## config.mk

```make
export PLATFORM = sky130hd
export DESIGN_NAME = anubis_key_sched_ctrl_flat
export DESIGN_NICKNAME = d
export VERILOG_FILES = /design/src/rtl/anubis_key_sched_if.sv /design/src/rtl/anubis_key_sched_ctrl.sv /design/src/flat_wrapper.sv
export SDC_FILE = /design/constraint.sdc
export NUM_CORES = 1
export LEC_CHECK = 0
export ABC_CLOCK_PERIOD_IN_PS = 3550
export BUFFER_PORTS_ARGS = -buffer_cell sky130_fd_sc_hd__buf_2
export CAP_MARGIN = 0
export CELL_PAD_IN_SITES_DETAIL_PLACEMENT = 1
export CELL_PAD_IN_SITES_GLOBAL_PLACEMENT = 1
export CORE_AREA = 2 2 204 206
export CTS_CLUSTER_DIAMETER = 150
export DETAILED_ROUTE_END_ITERATION = 10
export DIE_AREA = 0 0 206 208
export PLACE_DENSITY = 0.72
export SYNTH_ARGS = -nofsm -noshare
export SYNTH_HDL_FRONTEND = slang
export SYNTH_SLANG_ARGS = --single-unit
```

## constraint.sdc

```tcl
create_clock -name clk -period 3.55 [get_ports clk]
set_input_delay 0.355 -clock clk [delete_from_list [all_inputs] [get_ports clk]]
set_output_delay 0.355 -clock clk [all_outputs]
set_load 0.05 [all_outputs]
```

## src/rtl/anubis_key_sched_if.sv

```systemverilog
// Handshake/bus bundle between the Anubis key-schedule sequencer and its
// surroundings (start/key load, external evolution datapath, round-key sink).
//   start, key_in       : schedule launch and cipher key K^0
//   evo_state/evo_result: current key state out, evolved state back (comb.)
//   rk_*                : valid/ready stream of evolved key states
//   busy, done          : status; done pulses once per finished schedule
// The master modport is the sequencer side, slave is the environment side.
interface anubis_key_sched_if;
  logic         start;
  logic [127:0] key_in;
  logic [127:0] evo_state;
  logic [127:0] evo_result;
  logic         rk_valid;
  logic         rk_ready;
  logic [127:0] rk_data;
  logic [3:0]   rk_index;
  logic         rk_last;
  logic         busy;
  logic         done;

  modport master (
    input  start, key_in, evo_result, rk_ready,
    output evo_state, rk_valid, rk_data, rk_index, rk_last, busy, done
  );

  modport slave (
    output start, key_in, evo_result, rk_ready,
    input  evo_state, rk_valid, rk_data, rk_index, rk_last, busy, done
  );
endinterface

```

## src/rtl/anubis_key_sched_ctrl.sv

```systemverilog
// Anubis 128-bit key evolution sequencer (N=4). Holds the single key-state
// register, drives it to an external gamma/pi/theta datapath, folds in the
// round constant and streams K^0..K^ROUNDS out over valid/ready.
// Ports:
//   clk, rst : rising-edge clock, synchronous active-high reset
//   bus      : anubis_key_sched_if.master (see interface file)
// ROUNDS must lie in 1..15; the round constant index is only 4 bits wide.
//
// state  | meaning
// IDLE   | waiting for start; busy low
// EMIT   | KS/idx presented on rk_data/rk_index with rk_valid high
// EVOLVE | KS <= evo_result ^ c^(idx+1), idx advances

// Round constants c^r for the 4-row key: row 0 holds S-box entries
// S[4(r-1)..4(r-1)+3], every other byte is zero. Round 0 has no constant.
module Round_Constants (
  input  logic [3:0]   round_counter,
  output logic [127:0] rc
);
  logic [31:0] row0;

  always_comb begin
    row0 = 32'h0;
    case (round_counter)
      4'd1:  row0 = 32'ha7d3e671;
      4'd2:  row0 = 32'hd0ac4d79;
      4'd3:  row0 = 32'h3ac991fc;
      4'd4:  row0 = 32'h1e4754bd;
      4'd5:  row0 = 32'h8ca57afb;
      4'd6:  row0 = 32'h63b8ddd4;
      4'd7:  row0 = 32'he5b3c5be;
      4'd8:  row0 = 32'ha9880ca2;
      4'd9:  row0 = 32'h39df29da;
      4'd10: row0 = 32'h2ba8cb4c;
      4'd11: row0 = 32'h4b22aa24;
      4'd12: row0 = 32'h4170a6f9;
      4'd13: row0 = 32'h5ae2b036;
      4'd14: row0 = 32'h7de433ff;
      4'd15: row0 = 32'h6020088b;
      default: row0 = 32'h0;
    endcase
  end

  assign rc = {row0, 96'h0};
endmodule

module anubis_key_sched_ctrl #(
  parameter int ROUNDS = 12
) (
  input  logic clk,
  input  logic rst,
  anubis_key_sched_if.master bus
);
  localparam logic [3:0] LAST_IDX = 4'(ROUNDS);

  typedef enum logic [1:0] {IDLE, EMIT, EVOLVE} state_t;

  state_t       state_q, state_d;
  logic [127:0] ks_q, ks_d;
  logic [3:0]   idx_q, idx_d;
  logic         done_q, done_d;
  logic [3:0]   rc_round;
  logic [127:0] rc;
  logic         valid;
  logic         last;

  // Constant for the round being produced; wraps naturally in 4 bits.
  assign rc_round = idx_q + 4'd1;

  Round_Constants u_round_constants (
    .round_counter(rc_round),
    .rc           (rc)
  );

  always_ff @(posedge clk) begin
    if (rst) begin
      state_q <= IDLE;
      ks_q    <= '0;
      idx_q   <= '0;
      done_q  <= 1'b0;
    end else begin
      state_q <= state_d;
      ks_q    <= ks_d;
      idx_q   <= idx_d;
      done_q  <= done_d;
    end
  end

  always_comb begin
    state_d = state_q;
    ks_d    = ks_q;
    idx_d   = idx_q;
    done_d  = 1'b0;
    valid   = 1'b0;
    last    = 1'b0;
    case (state_q)
      IDLE: begin
        if (bus.start) begin
          ks_d    = bus.key_in;
          idx_d   = 4'd0;
          state_d = EMIT;
        end
      end
      EMIT: begin
        valid = 1'b1;
        last  = (idx_q == LAST_IDX);
        if (bus.rk_ready) begin
          if (idx_q == LAST_IDX) begin
            state_d = IDLE;
            done_d  = 1'b1;
          end else begin
            state_d = EVOLVE;
          end
        end
      end
      EVOLVE: begin
        ks_d    = bus.evo_result ^ rc;
        idx_d   = idx_q + 4'd1;
        state_d = EMIT;
      end
      default: state_d = IDLE;
    endcase
  end

  assign bus.evo_state = ks_q;
  assign bus.rk_data   = ks_q;
  assign bus.rk_index  = idx_q;
  assign bus.rk_valid  = valid;
  assign bus.rk_last   = last;
  assign bus.busy      = (state_q != IDLE);
  assign bus.done      = done_q;
endmodule

```

## src/flat_wrapper.sv

```systemverilog
// flat-port wrapper written by rule: the top's interface ports become plain ports
module anubis_key_sched_ctrl_flat 
#(
  parameter int ROUNDS = 12
)
  (clk, rst, bus_start, bus_key_in, bus_evo_result, bus_rk_ready, bus_evo_state, bus_rk_valid, bus_rk_data, bus_rk_index, bus_rk_last, bus_busy, bus_done);
  anubis_key_sched_if bus_i ();
  input  logic clk;
  input  logic rst;
  input wire logic [$bits(bus_i.start)-1:0] bus_start;
  input wire logic [$bits(bus_i.key_in)-1:0] bus_key_in;
  input wire logic [$bits(bus_i.evo_result)-1:0] bus_evo_result;
  input wire logic [$bits(bus_i.rk_ready)-1:0] bus_rk_ready;
  output wire logic [$bits(bus_i.evo_state)-1:0] bus_evo_state;
  output wire logic [$bits(bus_i.rk_valid)-1:0] bus_rk_valid;
  output wire logic [$bits(bus_i.rk_data)-1:0] bus_rk_data;
  output wire logic [$bits(bus_i.rk_index)-1:0] bus_rk_index;
  output wire logic [$bits(bus_i.rk_last)-1:0] bus_rk_last;
  output wire logic [$bits(bus_i.busy)-1:0] bus_busy;
  output wire logic [$bits(bus_i.done)-1:0] bus_done;
  assign bus_i.start = bus_start;
  assign bus_i.key_in = bus_key_in;
  assign bus_i.evo_result = bus_evo_result;
  assign bus_i.rk_ready = bus_rk_ready;
  assign bus_evo_state = bus_i.evo_state;
  assign bus_rk_valid = bus_i.rk_valid;
  assign bus_rk_data = bus_i.rk_data;
  assign bus_rk_index = bus_i.rk_index;
  assign bus_rk_last = bus_i.rk_last;
  assign bus_busy = bus_i.busy;
  assign bus_done = bus_i.done;
  anubis_key_sched_ctrl #(.ROUNDS(ROUNDS)) u_core (.clk(clk), .rst(rst), .bus(bus_i));
endmodule
```

==> key figures <==
Power
  – Switching share of power: a little over two fifths
  – Seq pwr share: around 32%
  – Comb pwr share: between 30% and 40%
  – Clock power frac: about 34%
  – Cell Pwr Density: about 510 nW/um^2
  – Internal power: 3.224 mW
  – Peak VDD IR: 0.2200 mV
  – Leakage: 5.364 nW
  – Sw Pwr: about 2.3 mW

Clock tree
  – CTS Buf Count: 17
  – CTS Sinks: between 100 and 150
  – CTS tree: yes
  – Htree depth: 4
  – Post-cts resize count: 0
  – Clock Latency Late Sink: 440 ps
  – Clock Tree Root: clkbuf_16
  – Clock Path Buffers: 2
  – Post-CTS Hold Fix Bufs: 0
  – Clock transition at path regs: 70 ps
  – Setup Buffers After CTS: 0

Floorplanning
  – Initial core utilization: 20.35%
  – Die Width: 206 um
  – Num ports: roughly 520
  – Row count: 74
  – DIE AREA: around 43,000 um^2
  – Core footprint: between 40,000 and 50,000 um^2
  – Chip Height: 208 um

STA
  – Final slew viol count: 0
  – Tcrit/Tclk final: roughly 80%
  – Worst-Margin Slew: around 1000 ps
  – Setup Viol. Count Final: 0
  – Max Clk Rate: between 0.3 and 0.4 GHz
  – Worst Clk Skew: about 10 ps
  – Final hold violations: 0
  – Setup_tns: 0 ps
  – Final min period: between 2000 and 3000 ps
  – RSZ-0062 raised after global routing: false
  – Max transition margin: 31.37%

Critical path
  – CP Class: flip-flop to flip-flop
  – CP arrival: around 3200 ps
  – Register-to-Register Path Depth: 9
  – Crit path max fanout: 17
  – FF-to-FF End: u_core.bus.evo_state[112]$_SDFFE_PP0P_
  – CP Launch Type: flip-flop
  – Worst EP required: slightly below 4000 ps
  – FF-to-FF Start: u_core.bus.rk_index[0]$_SDFFE_PP0P_
  – R2R Setup Slk: between 600 and 700 ps
  – CP Capture Type: flip-flop

Synthesis
  – Post-Syn Area: between 8000 and 9000 um^2
  – Yosys top cell area share: between 30% and 40%
  – Gate Count Post-Synth: around 1,100
  – Top-count cell post-synth: nand2_1
  – Sequential area share after synthesis: about a third
  – Most frequent cells after synthesis: nand2_1, dfxtp_1, buf_4, nor2_1, a311oi_1
  – Avg Cell Area, Syn: roughly 7.6 um^2
  – Synth warn: 0
  – Largest area contributor in the netlist: dfxtp_1
  – Synth Register Bits: 135
  – EDFF count, synth: 0
  – Synth Flop Type: dfxtp_1
  – Synth cell types: 53
  – Synth async-reset ratio: 0%
  – Top post-synthesis cells by area: dfxtp_1, buf_4, a311oi_1
  – Syn Nets: approximately 1,400

Hold path
  – Worst Hold Launch: bus_evo_result[68]
  – Worst hold path depth: 3
  – Hold/Removal Path Class: input pin to flip-flop
  – Sink of the worst hold path: u_core.bus.evo_state[68]$_SDFFE_PP0P_

Finish
  – Post-route insts no fill: about 2,000
  – Area delta synth->final: 32.89%
  – Final #Nets: approximately 1,700
  – Fillers: a little over 5,000
  – Final Util: between 20 and 30%
  – Ratio of cells with drive above 1 in the final layout: between 40% and 50%

Drt
  – Vias per cell: between 4 and 5
  – Initial DRC count: 693
  – Total number of vias: approximately 9,000
  – Final WL: 38,460 um
  – Routed Antenna Nets: 0
  – Number of remaining DRC errors: 0
  – Drt first pass iters: 5
  – Per-cell routed wire length: around 19 um

Place
  – RePlAce Congestion: between 0.9 and 1
  – Placed Instances: slightly below 2,000
  – I/O Buffers: between 500 and 600
  – Post-DP HPWL: approximately 29,000 um

GRT
  – First-pass GRT wire length: 56,140 um
  – Pin count of the biggest net entering global routing: between 100 and 150
  – Grt ovf: 0
  – Antenna violations before repair: 5
  – Gr usage total: between 10% and 20%
  – Vias in the first global route: around 9,100

Run
  – Max-Cap Viols: 0

Outcome
  – Status: completed
[cell families (layout without fill, tap and decap cells)]
kind of cell / Yosys count / count (layout) / synth area share (%)
AOI/OAI and AO/OA: 268 / 268 / 23.62
xor gates and xnor gates: 33 / 33 / 3.502
adders and majority gates: 13 / 13 / 1.971
buffers and inverters: 252 / 603 / 18.16
DFF: 135 / 135 / 32.74
muxes: 7 / 7 / 1.152
other: 0 / 2 / 0
and+or+nand+nor: 381 / 381 / 18.86
[critical path: stages, from the launching register on]
cell	delay (ps)
dfxtp_1	670
ha_1	420
ha_1	320
buf_4	210
nor2b_1	150
a2111oi_0	440
o22ai_1	170
xor2_1	170
o221ai_1	160
nand2_1	80
[power groups by stage]
| stage | logic (mW) | clock network (mW) | registers, mW |
|---|---|---|---|
| CTS | 1.92 | 1.92 | 1.80 |
| global route | 2.01 | 1.98 | 1.81 |
| floorplan | 1.06 | 0 | 2.26 |
| global placement | 1.89 | 0 | 1.82 |
| detailed placement | 1.91 | 0 | 1.83 |
| finish | 1.91 | 1.87 | 1.79 |
[registers in the layout, indices dropped and copies added (netlist names)]
signal                count
u_core.bus.done           1
u_core.bus.evo_state    128
u_core.bus.rk_index       4
u_core.state_q            2
[stage by stage]
step	setup WS [ps]	instance area (um^2)	hold WS [ps]	total power [mW]
2_1_floorplan	747.5	8254	510.8	3.319
4_1_cts	661.1	10960	144.3	5.636
3_3_place_gp	829.7	10370	469.8	3.716
5_1_grt	452.6	10970	157.7	5.801
3_5_place_dp	718.1	10370	478.4	3.742
6_report	642.0	10970	180.5	5.568
[layout by cell type (no fill, tap or decap), drive strengths merged, types with 6 or more instances in the layout]
master,instances
a21oi,72
a221oi,6
a311oi,97
a31oi,6
buf,541
clkbuf,20
clkinv,6
dfxtp,135
ha,13
inv,30
nand2,218
nor2,117
nor2b,10
nor3,10
o21ai,34
o221ai,9
o22a,21
xnor2,15
xor2,18
[worst max path at each step]
stage               depth (start not counted)                                 from                                      to
floorplan                                  11  u_core.bus.rk_index[1]$_SDFFE_PP0P_  u_core.bus.evo_state[117]$_SDFFE_PP0P_
global placement                            9  u_core.bus.rk_index[0]$_SDFFE_PP0P_  u_core.bus.evo_state[117]$_SDFFE_PP0P_
detailed placement                          9  u_core.bus.rk_index[0]$_SDFFE_PP0P_  u_core.bus.evo_state[112]$_SDFFE_PP0P_
CTS                                         9  u_core.bus.rk_index[0]$_SDFFE_PP0P_  u_core.bus.evo_state[112]$_SDFFE_PP0P_
global route                                9  u_core.bus.rk_index[0]$_SDFFE_PP0P_  u_core.bus.evo_state[112]$_SDFFE_PP0P_
finish                                      9  u_core.bus.rk_index[0]$_SDFFE_PP0P_  u_core.bus.evo_state[112]$_SDFFE_PP0P_
[routing by layer]
metal	wire [um]	share of wire, %	up-vias	global-route usage, %
met1	16470	43	4413	21.00
met5	28	0.073	-	0
li1	-	-	4320	-
met4	943	2.5	4	6.232
met2	18520	48	322	28.50
met3	2499	6.5	37	4.151
[final cells by class]
type | instances | area, um^2 | share of cell area, %
diodes | 2 | 5.005 | 0.04563
well taps | 532 | 665.6 | 6.068
clock inverters | 12 | 153.9 | 1.403
clock buffers | 20 | 436.7 | 3.981
flip-flops and latches | 135 | 2703 | 24.64
inverters | 30 | 112.6 | 1.027
multi-input cells | 702 | 4075 | 37.15
repair buffers | 541 | 2818 | 25.69
Power figures use the tool's default switching activity.
